**src/rtl/proc_ctrl.sv**
```systemverilog
// Control FSM for a tiny four-step processor: decodes mv/mvi/add/sub
// and drives register strobes, ALU op and bus mux select.
module proc_ctrl #(
  parameter int DW = 16
) (
  input  logic          clk,
  input  logic          rst,
  input  logic          run,
  input  logic [DW-1:0] din,
  output logic          ir_en,
  output logic [7:0]    r_en,
  output logic          a_en,
  output logic          g_en,
  output logic          addsub,
  output logic [3:0]    sel,
  output logic          done,
  output logic          busy,
  output logic          illegal
);

  typedef enum logic [1:0] {
    T0 = 2'd0,
    T1 = 2'd1,
    T2 = 2'd2,
    T3 = 2'd3
  } state_t;

  state_t     r_state;
  state_t     w_next;
  logic [8:0] r_ir;
  logic [2:0] w_op;
  logic [2:0] w_x;
  logic [2:0] w_y;
  logic [7:0] w_x_hot;
  logic       w_unused;

  assign w_op     = r_ir[8:6];
  assign w_x      = r_ir[5:3];
  assign w_y      = r_ir[2:0];
  assign w_x_hot  = 8'd1 << w_x;
  assign w_unused = ^din;

  always_ff @(posedge clk) begin
    if (rst) begin
      r_state <= T0;
      r_ir    <= '0;
    end else begin
      r_state <= w_next;
      if (r_state == T0 && run)
        r_ir <= din[8:0];
    end
  end

  always_comb begin
    w_next = T0;
    unique case (r_state)
      T0:      w_next = run ? T1 : T0;
      T1:      w_next = (w_op[2:1] == 2'b01) ? T2 : T0;
      T2:      w_next = T3;
      T3:      w_next = T0;
      default: w_next = T0;
    endcase
  end

  always_comb begin
    ir_en   = 1'b0;
    r_en    = '0;
    a_en    = 1'b0;
    g_en    = 1'b0;
    addsub  = 1'b0;
    sel     = 4'd0;
    done    = 1'b0;
    illegal = 1'b0;
    busy    = (r_state != T0);
    unique case (r_state)
      T0: ir_en = run & ~rst;
      T1: begin
        unique case (1'b1)
          (w_op == 3'b000): begin
            sel  = {1'b0, w_y} + 4'd1;
            r_en = w_x_hot;
            done = 1'b1;
          end
          (w_op == 3'b001): begin
            sel  = 4'd9;
            r_en = w_x_hot;
            done = 1'b1;
          end
          (w_op[2:1] == 2'b01): begin
            sel  = {1'b0, w_x} + 4'd1;
            a_en = 1'b1;
          end
          default: begin
            illegal = 1'b1;
            done    = 1'b1;
          end
        endcase
      end
      T2: begin
        sel    = {1'b0, w_y} + 4'd1;
        g_en   = 1'b1;
        addsub = w_op[0];
      end
      T3: begin
        r_en = w_x_hot;
        done = 1'b1;
      end
      default: ;
    endcase
  end

endmodule

```
**config.mk**
```make
export PLATFORM = sky130hd
export DESIGN_NAME = proc_ctrl
export DESIGN_NICKNAME = d
export VERILOG_FILES = /design/src/rtl/proc_ctrl.sv
export SDC_FILE = /design/constraint.sdc
export NUM_CORES = 1
export LEC_CHECK = 0
export BUFFER_PORTS_ARGS = -buffer_cell sky130_fd_sc_hd__buf_2
export CAP_MARGIN = 20
export CORE_UTILIZATION = 40
export CTS_CLUSTER_SIZE = 14
export DETAILED_ROUTE_END_ITERATION = 7
export PLACE_DENSITY_LB_ADDON = 0.12
export SKIP_LAST_GASP = 1
export SLEW_MARGIN = 0
export SYNTH_ARGS = -nofsm -noshare
export SYNTH_HDL_FRONTEND = slang
export SYNTH_SLANG_ARGS = --single-unit
```
**constraint.sdc**
```tcl
create_clock -name clk -period 1.6 [get_ports clk]
set_clock_uncertainty 0.2 [all_clocks]
set_input_delay 0.32 -clock clk [delete_from_list [all_inputs] [get_ports clk]]
set_output_delay 0.32 -clock clk [all_outputs]
set_load 0.1 [all_outputs]
```
==> results of run 1 <==
==> Yosys cell counts, drive strengths merged, types with 2 or more instances <==
cell     n  area, µm²
nand2   21      78.83
dfxtp   11      220.2
ha      11      137.6
a21oi   10      50.05
inv      7      26.28
and3     6      37.54
and2     5      31.28
a21boi   3      22.52
nor2     3      11.26
nor2b    2      12.51
o21ai    2      10.01
==> metrics by stage <==
stage               worst slack, ns  cells  TNS, ns  utilization, %  hold slack (ns)
floorplan                   -0.6151     97   -4.153               -           0.1891
global placement            -0.2435    166   -2.830           83.86           0.2806
detailed placement          -0.2835    166   -3.880           83.86           0.2884
CTS                         -0.5485    178   -8.397           93.82          0.07123
==> logic make-up after synthesis <==
family | count (synthesis) | share of synthesized area, %
compound gates | 20 | 16.08
xor+xnor | 1 | 1.126
fa+ha+maj | 11 | 17.68
buf+inv | 9 | 4.501
flops | 11 | 28.30
mux | 1 | 1.286
simple gates | 44 | 31.03
==> timing repair <==
item                       in CTS
cloned                          0
setup endpoints to repair      28
buffers inserted                9
resized for setup              20
pin swaps                      13
==> impl_results.md, run 1 <==
* Post-Syn Nets at about 130
* Yosys cell types at 27
* Syn Area/Cell at 8.023 µm²
* Die Wd at approximately 46 µm
* Worst ep type: output port
* Post-Syn Instances at 97
* Largest net degree at the start of global routing at 13
* Mapped Area at 778.2 µm²
* Synth Flop Type: dfxtp_1
* I/O Pins at 38
* CTS Root Cell: clkbuf_4
* Antenna violations before repair at 0
* Core Rows at 15
* Post-synth EDFFs at 0
* Status: did not finish
* Synth warn at 0
* RD Place Congestion at between 0.8 and 0.9
* H-tree levels at 1
* Starting density of the core at 43.65%
* Tool Error: [ERROR DPL-0033] detailed placement checks failed during check placement.
* Hold buffers post-CTS at 0
* Flops & latches, synth at 11
* Post-GRT worst EP: sel[3]
* Post-DP Area at 1495 µm²
* Post-detail-place hpwl at 1826 µm
* CTS Buf Count at 3
* FFs w/ async S/R, synth at 0%
* Port Buffers at 30
* Failing step: global routing
* Sequential-to-total area share from yosys stat at between 20% and 30%
* Die height at 46.11 µm
* Clock sinks at 11
* Maximum root-to-sink buffer count at 2
==> run 2, diff against run 1 <==
--- a/config.mk
+++ b/config.mk
@@ -7,10 +7,10 @@
 export LEC_CHECK = 0
 export BUFFER_PORTS_ARGS = -buffer_cell sky130_fd_sc_hd__buf_2
 export CAP_MARGIN = 20
-export CORE_UTILIZATION = 40
-export CTS_CLUSTER_SIZE = 14
+export CORE_AREA = 2 2 63 65
 export DETAILED_ROUTE_END_ITERATION = 7
-export PLACE_DENSITY_LB_ADDON = 0.12
+export DIE_AREA = 0 0 65 67
+export PLACE_DENSITY_LB_ADDON = 0.15
 export SKIP_LAST_GASP = 1
 export SLEW_MARGIN = 0
 export SYNTH_ARGS = -nofsm -noshare
==> constraint.sdc (replaced) <==
create_clock -name clk -period 2.08 [get_ports clk]
set_clock_uncertainty 0.2 [all_clocks]
set_input_delay 0.416 -clock clk [delete_from_list [all_inputs] [get_ports clk]]
set_output_delay 0.416 -clock clk [all_outputs]
set_load 0.1 [all_outputs]
==> run 2 against run 1 <==
  * The flow now finishes, with violations (negative setup slack)
  * Synthesized area stayed put
  * Synthesized cell count unchanged
==> impl_results.md, run 2 <==
* Status: finished, violations left
* Failing checks: negative setup slack
* Synth area leader: dfxtp_1
* Top-count cell post-synth: nand2_1
* Critical path endpoint category: output pin
* Antenna violations before repair at 0
* Hold Crit Depth at 3
* Critical Path Max Stage Delay at 0.33 ns
* Post-DP Area at 1344 µm²
* Commonest non-fill, non-tap cell in the layout: nand2_1
* Final total power at 0.0006525 W
* Worst-path fanout max at 8
* First-pass GRT wire length at 3857 µm
* Wire length on met2 at 1221 µm
* Final std cells w/o fill at 187
* Post-Syn Nets at roughly 130
* Die height at 67 µm
* Syn Area/Cell at 8.023 µm²
* Most flop-heavy register: r_ir
* VDD IR max at 227.8 µV
* Antenna viol nets, final at 0
* Share of cells above drive strength 1 at 59.71%
* Leakage at 0.6384 nW
* Yosys cell types at 27
* Worst min-delay path startpoint: din[5]
* Synth Flop Type: dfxtp_1
* Wire per inst at 11.78 µm
* CTS Root Cell: clkbuf_8
* RD Place Congestion at 0.7358
* Ant diodes at 0
* Drt total wl at 2202 µm
* Period minus WS final at ~2.2 ns
* Max-cap violations at 0
* Max reg flops at 9
* Core Rows at 22
* Met3 wire len at roughly 88 µm
* Number of cells on the worst reg-to-reg path at 7
* Post-route DRC at 0
* Total grt overflow at 0
* Post-synth EDFFs at 0
* Max Clk Rate at 454.4 MHz
* Most frequent cells in the layout: nand2_1, buf_12, buf_2
* Hold endpoint: r_ir[5]
* Clk_lat worst skew at around 0.23 ns
* Starting density of the core at a little over a fifth
* Reg-to-reg slack, setup at 0.56 ns
* Hold buffers post-CTS at 0
* Synth top area cells: dfxtp_1, ha_1, nand2_1
* Critical path cell sequence: inv_2 -> ha_4 -> nor3b_4 -> or2_4 -> and3_4 -> buf_12
* Total track usage at 11.53%
* Period utilization at 105.8%
* Port Buffers at 30
* FFs w/ async S/R, synth at 0%
* Final-report setup violation count at 11
* Mapped Area at about 780 µm²
* Synth warn at 0
* Die Wd at roughly 65 µm
* Worst slew pin tran at 0.4818 ns
* RSZ-0062 raised after global routing: true
* Nets at 170
* H-tree levels at 1
* Area Growth Syn to Fin at 98.39%
* Top cells by count, synth: nand2_1, dfxtp_1, ha_1, a21oi_1, inv_1
* Worst endpoint data arrival time at about 1.6 ns
* Final hold vios at 0
* Sequential-to-total area share from yosys stat at 28.30%
* DRT Pass-1 Iters at 2
* Slowest CP cell: dfxtp_2
* Largest net degree at the start of global routing at 13
* Synth top area share at 28.30%
* CP Data Required Time at 1.46 ns
* CTS Buf Count at 3
* Worst Hold Class: in -> reg
* Vias/cell at between 4 and 5
* Crit path kind: reg -> out
* Top Registers: r_ir: 9 flops, r_state: 1 flops
* I/O Pins at 38
* Post-Syn Instances at 97
* Startpoint Class: register
* Top sig layer: met4
* Post-detail-place hpwl at 1739 µm
* Power Density at 422.6 nW/µm²
* Flops & latches, synth at 11
* Fin area at 1544 µm²
* Die area at approximately 4400 µm²
* TritonCTS clock tree: done
* Placed cell count at 177
* Reg clk slew, reported paths at 0.05 ns
* Slew headroom at 68.10%
* Vias at 792
* Final Max Tran Viols at 0
* Maximum root-to-sink buffer count at 2
* Vias in the first global route at 840
* Final worst setup slack at -0.1209 ns
* DR iter-0 viols at 17
* Met1 WL at just under 900 µm
* Core Box Area at roughly 3600 µm²
* Clock sinks at 11
## run 2: report_power, final
group,leakage [nW],switching (W),total (W),internal [W]
logic,0.522,0.000117,0.000200,0.0000835
registers,0.0937,0.0000190,0.000242,0.000223
clock network,0.0228,0.0000756,0.000210,0.000134
## run 2: worst max-delay path by stage
stage	end	depth (start not counted)
2_1_floorplan	sel[1]	5
3_3_place_gp	r_en[2]	6
3_5_place_dp	r_en[6]	6
4_1_cts	r_en[6]	6
5_1_grt	sel[3]	6
6_report	r_en[2]	6
## run 2: kinds of logic after synthesis
logic type                 after synthesis  synth area share, %
and+or+nand+nor                         44                31.03
AOI/OAI and AO/OA                       20                16.08
adders and majority gates               11                17.68
DFF                                     11                28.30
buffers and inverters                    9                4.501
xor gates and xnor gates                 1                1.126
muxes                                    1                1.286
## run 2: repair_timing
| item | 4_1_cts | 5_1_grt |
|---|---|---|
| resized for setup | 28 | 3 |
| hold endpoints to repair | 0 | 0 |
| setup buffers | 5 | 2 |
| pin swaps | 15 | 5 |
| setup endpoints to repair | 12 | 14 |
## run 2: stage by stage
stage                     worst slack, ns  TNS (ns)  utilization (%)  hold slack, ns
after floorplan                   -0.2313   -0.6078                -          0.2537
after global placement             0.1041         0            37.27          0.2708
after detailed placement          0.07122         0            37.27          0.2796
after CTS                         -0.1221    -1.070            42.44          0.2068
after global routing              -0.1831    -1.716            42.82          0.2223
final                             -0.1209    -1.032            42.82          0.2096
## run 2: final cells by class
class / instances / area (µm²)
clock buffer: 4 / 45.04
timing repair buffer: 40 / 470.5
multi-input combinational: 77 / 708.2
tap: 48 / 60.06
sequential: 11 / 234.0
fill: 366 / 2062
inverter: 7 / 26.28
## run 2: worst max-delay path: cells and delay by family, from the launching register on
| kind | cells | cell delay, ns |
|---|---|---|
| and+or+nand+nor | 3 | 0.65 |
| buffers and inverters | 2 | 0.21 |
| adders and majority gates | 1 | 0.16 |
| DFF | 1 | 0.33 |
## run 2: metal layers
metal  GRT usage (%)  up-vias
met1           12.27      360
met2           21.78       19
met4           6.117        0
met3           1.689        2
li1                -      411
met5               0        -
No activity file was read; power rests on OpenSTA's default activity.
==> run 3, diff against run 2 <==
--- a/config.mk
+++ b/config.mk
@@ -10,7 +10,6 @@
 export CORE_AREA = 2 2 63 65
 export DETAILED_ROUTE_END_ITERATION = 7
 export DIE_AREA = 0 0 65 67
-export PLACE_DENSITY_LB_ADDON = 0.15
 export SKIP_LAST_GASP = 1
 export SLEW_MARGIN = 0
 export SYNTH_ARGS = -nofsm -noshare
==> run 3 against run 2 <==
  * The run still ends with negative setup slack left
  * First-iteration DRC count up 18%
  * Maximum frequency is 0.51% lower
  * Via count grew 3.9%
==> impl_results.md, run 3 (synthesized netlist as in run 2, its figures left out) <==
* Core Box Area at 3606 µm²
* Met3 Use GR at between 2 and 2.5%
* Post-route DRC at 0
* Largest net degree at the start of global routing at 13
* Crit path kind: reg -> out
* Antenna viol nets, final at 0
* Most flop-heavy register: r_ir
* Clk_lat worst skew at approximately 0.23 ns
* Antenna violations before repair at 0
* DRT Pass-1 Iters at 4
* Vias in the first global route at a little under 900
* Worst-path fanout max at 8
* Clock sinks at 11
* Met2 Use GR at 21.91%
* Maximum root-to-sink buffer count at 2
* VDD IR max at 153.4 µV
* First-pass GRT wire length at 3726 µm
* Most frequent cells in the layout: nand2_1, buf_12, buf_2
* Starting density of the core at 21.58%
* RSZ-0062 raised after global routing: true
* RD Place Congestion at around 0.84
* TritonCTS clock tree: done
* H-tree levels at 1
* M1 GR Usage at 10.83%
* Max reg flops at 9
* Ant diodes at 0
* Core Rows at 22
* Die height at 67 µm
* TNS Setup at -1.234 ns
* Worst endpoint data arrival time at 1.60 ns
* Placed cell count at 178
* Vias/cell at 4.449
* Max-cap violations at 0
* Commonest non-fill, non-tap cell in the layout: nand2_1
* Post-detail-place hpwl at 1789 µm
* Port Buffers at 30
* CP Data Required Time at 1.46 ns
* Period utilization at 106.4%
* Leakage at 0.6228 nW
* Vias at 823
* Drt total wl at 2230 µm
* CTS Buf Count at 3
* Slew headroom at 68.06%
* Reg clk slew, reported paths at 0.05 ns
* Worst Hold Class: in -> reg
* Total grt overflow at 0
* Failing checks: negative setup slack
* Die Wd at 65 µm
* Final hold vios at 0
* Hold Slack at 0.2207 ns
* Critical path endpoint category: output pin
* DR iter-0 viols at 20
* Startpoint Class: register
* I/O Pins at 38
* Share of cells above drive strength 1 at 54.74%
* Busiest grt layer: met2
* CTS Root Cell: clkbuf_8
* Final Max Tran Viols at 0
* Status: finished, violations left
* Max Clk Rate at 452.0 MHz
* Worst slew pin tran at 0.4824 ns
* Nets at between 150 and 200
* Top Registers: r_ir: 9 flops, r_state: 1 flops
* Final std cells w/o fill at ~190
* Area Growth Syn to Fin at 91.16%
* Die area at 4355 µm²
* Power Density at 433.9 nW/µm²
* Final worst setup slack at -0.1322 ns
* Final-report setup violation count at 11
* Period minus WS final at 2.212 ns
* Total track usage at ~11%
* Wire per inst at between 10 and 15 µm
## run 3: cell count changes in the layout (fill, tap and decap cells not counted), moves of 2 or more
cell      delta
ha_4         -2
dfxtp_1      +3
dfxtp_2      -2
inv_1        +2
inv_2        -2
clkbuf_4     -2
## run 3: layout make-up
type | instances | area (µm²)
timing repair buffer | 38 | 455.4
tap | 48 | 60.06
clock buffer | 4 | 45.04
multi-input combinational | 77 | 673.1
fill | 360 | 2118
inverter | 7 | 26.28
sequential | 11 | 227.7
## run 3: what timing repair did
item / in CTS / in global routing
resized for setup: 17 / 6
pin swaps: 11 / 3
buffers inserted: 2 / 1
setup endpoints to repair: 12 / 14
hold buffers: 0 / 0
## run 3: stage by stage
stage	worst slack, ns	power [W]	util [%]	cell area [µm²]
after floorplan	-0.2313	0.0003593	-	872.1
after global placement	0.1141	0.0004185	37.47	1351
after detailed placement	0.09103	0.0004230	37.47	1351
after CTS	-0.1184	0.0006442	40.49	1460
after global routing	-0.2212	0.0006763	41.26	1488
final	-0.1322	0.0006455	41.26	1488
## run 3: metal layers
metal,wire length (µm),vias to the layer above
met3,116,2
met5,0,-
met4,27,0
li1,-,406
met2,1236,25
met1,849,390
## run 3: worst paths after layout
path	start	to	slack, ns	depth (start not counted)
min	din[7]	r_ir[7]	0.22	3
min reg2reg	r_ir[0]	r_ir[0]	0.30	2
max	register	r_en[4]	-0.13	6
max reg2reg	r_state[0]	r_ir[4]	0.51	5
## run 3: worst max-delay path: stages (launching register included)
cell     delay [ns]
dfxtp_2        0.32
inv_2          0.07
ha_4           0.14
nor3b_4        0.25
or2_4          0.21
and3_4         0.20
buf_12         0.17
## run 3: where the power goes
| group | internal (W) | switching (W) |
|---|---|---|
| registers | 0.000223 | 0.0000169 |
| clock network | 0.000134 | 0.0000757 |
| logic | 0.0000793 | 0.000116 |
==> run 4, diff against run 3 <==
--- a/config.mk
+++ b/config.mk
@@ -15,3 +15,4 @@
 export SYNTH_ARGS = -nofsm -noshare
 export SYNTH_HDL_FRONTEND = slang
 export SYNTH_SLANG_ARGS = --single-unit
+export TNS_END_PERCENT = 30
==> run 4 against run 3 <==
  * The flow still finishes with violations (negative setup slack)
  * Core utilization is the same
  * Critical endpoint is now r_en[7]
  * Sequential cell count is the same
  * Worst setup slack gained 0.021 ns
  * First-iteration DRC count shrank 25%
  * Clock power shrank 3%
  * Sequential power is essentially flat
  * Cell count shrank 1.6%
  * Global-route usage shrank 0.14 points
  * Highest routed layer unchanged
==> impl_results.md, run 4 (synthesized netlist as in run 2, its figures left out) <==
* Worst endpoint data arrival time at between 1.5 and 2 ns
* Starting density of the core at between 20% and 30%
* Final-report setup violation count at 12
* Most frequent cells in the layout: nand2_1, buf_12, buf_2
* Core Box Area at 3606 µm²
* VDD IR max at 134.0 µV
* Post-route DRC at 0
* Max reg flops at 9
* Commonest non-fill, non-tap cell in the layout: nand2_1
* Slowest CP cell: dfxtp_2
* TritonCTS clock tree: done
* Slew headroom at between 60 and 70%
* Largest net degree at the start of global routing at 13
* Clk_lat worst skew at 0.23 ns
* Dpl ws at 0.09135 ns
* Post-detail-place hpwl at 1773 µm
* Status: finished, violations left
* Leakage at between 0.6 and 0.7 nW
* Nets at between 150 and 200
* Top Registers: r_ir: 9 flops, r_state: 1 flops
* Antenna violations before repair at 0
* Critical path cell sequence: inv_2 -> ha_4 -> nor3b_4 -> or2_4 -> and2_1 -> buf_12
* Vias in the first global route at 900
* Core Rows at 22
* First-pass GRT wire length at 3767 µm
* Critical path endpoint category: output pin
* Vias at 796
* Critical Path Max Stage Delay at between 0.3 and 0.4 ns
* Port Buffers at 30
* Total grt overflow at 0
* DR iter-0 viols at 15
* Ant diodes at 0
* Max-cap violations at 0
* Wire per inst at 11.88 µm
* Failing checks: negative setup slack
* Antenna viol nets, final at 0
* Maximum root-to-sink buffer count at 2
* Share of cells above drive strength 1 at 54.48%
* Power Density at 426.4 nW/µm²
* Crit path kind: reg -> out
* CTS Buf Count at 3
* Period utilization at 105.4%
* Final worst setup slack at -0.1116 ns
* Final hold vios at 0
* Vias/cell at 4.374
* Drt total wl at 2163 µm
* Hold buffers post-CTS at 0
* H-tree levels at 1
* RD Place Congestion at roughly 0.73
* DRT Pass-1 Iters at 4
* Die area at 4355 µm²
* Buf+Inv Stages, Crit Path at 2
* Worst Hold Class: in -> reg
* Startpoint Class: register
* I/O Pins at 38
* RSZ-0062 raised after global routing: true
* Die Wd at 65 µm
* Most flop-heavy register: r_ir
* Die height at ~67 µm
* Clock sinks at 11
* Total track usage at 11.10%
* # fillers at 361
* Period minus WS final at 2.192 ns
* Worst slew pin tran at 0.4869 ns
* Max Clk Rate at 456.3 MHz
* Area Growth Syn to Fin at 91.16%
* Worst-path fanout max at 8
* Final Max Tran Viols at 0
* Post-layout util at 41.26%
* CP Data Required Time at 1.46 ns
* CTS Root Cell: clkbuf_8
* Family with the most delay on the worst path: simple AND/OR/NAND/NOR gates
* Reg clk slew, reported paths at 0.05 ns
## run 4: cell count changes in the layout (fill, tap and decap cells not counted), sizes merged
cell	change
buf	-3
## run 4: tightest hold or removal path, cell delays in order
cell,delay (ns)
buf_2,0.10
nand2_1,0.05
a21oi_1,0.05
## run 4: final cells by class
| cell class | instances | area, µm² | share of cell area [%] |
|---|---|---|---|
| multi-input cells | 77 | 693.2 | 46.59 |
| repair buffers | 35 | 427.9 | 28.76 |
| flip-flops and latches | 11 | 235.2 | 15.81 |
| well taps | 48 | 60.06 | 4.037 |
| clock buffers | 4 | 45.04 | 3.028 |
| inverters | 7 | 26.28 | 1.766 |
## run 4: path summary, 6_finish.rpt
| check | startpoint | to | slack (ns) | cells after the start |
|---|---|---|---|---|
| worst max-delay path | register | r_en[7] | -0.11 | 6 |
| worst min-delay path | din[0] | r_ir[0] | 0.22 | 3 |
| worst max register to register | r_state[0] | r_ir[5] | 0.57 | 5 |
| worst min register to register | r_ir[0] | r_ir[0] | 0.29 | 2 |
## run 4: per-stage QoR
step	setup TNS [ns]	power, W	area, µm²	cells	hold slack, ns
finish	-0.9996	0.0006344	1488	182	0.2206
global route	-1.969	0.0006690	1488	182	0.2253
CTS	-1.262	0.0006319	1426	182	0.2212
detailed placement	0	0.0004179	1328	176	0.2759
global placement	0	0.0004138	1328	176	0.2648
floorplan	-1.303	0.0003581	863.3	97	0.2537
## run 4: report_power, final
part           internal, W  switching, W
logic            0.0000757      0.000112
registers         0.000223     0.0000204
clock network     0.000134     0.0000703
## run 4: metal layers
layer  vias to the layer above  global-route usage (%)  part of all wire [%]
met5                         -                       0                     0
met4                         0                   6.117                  0.88
met2                        20                   22.94                    59
li1                        404                       -                     -
met3                         2                   2.365                   4.6
met1                       370                   9.726                    36
## run 4: what timing repair did
item / 4_1_cts / 5_1_grt
setup buffers: 2 / 1
endpoints found under the hold margin: 0 / 0
gates resized for setup: 10 / 14
pin swaps: 6 / 7
endpoints found under the setup margin: 12 / 14
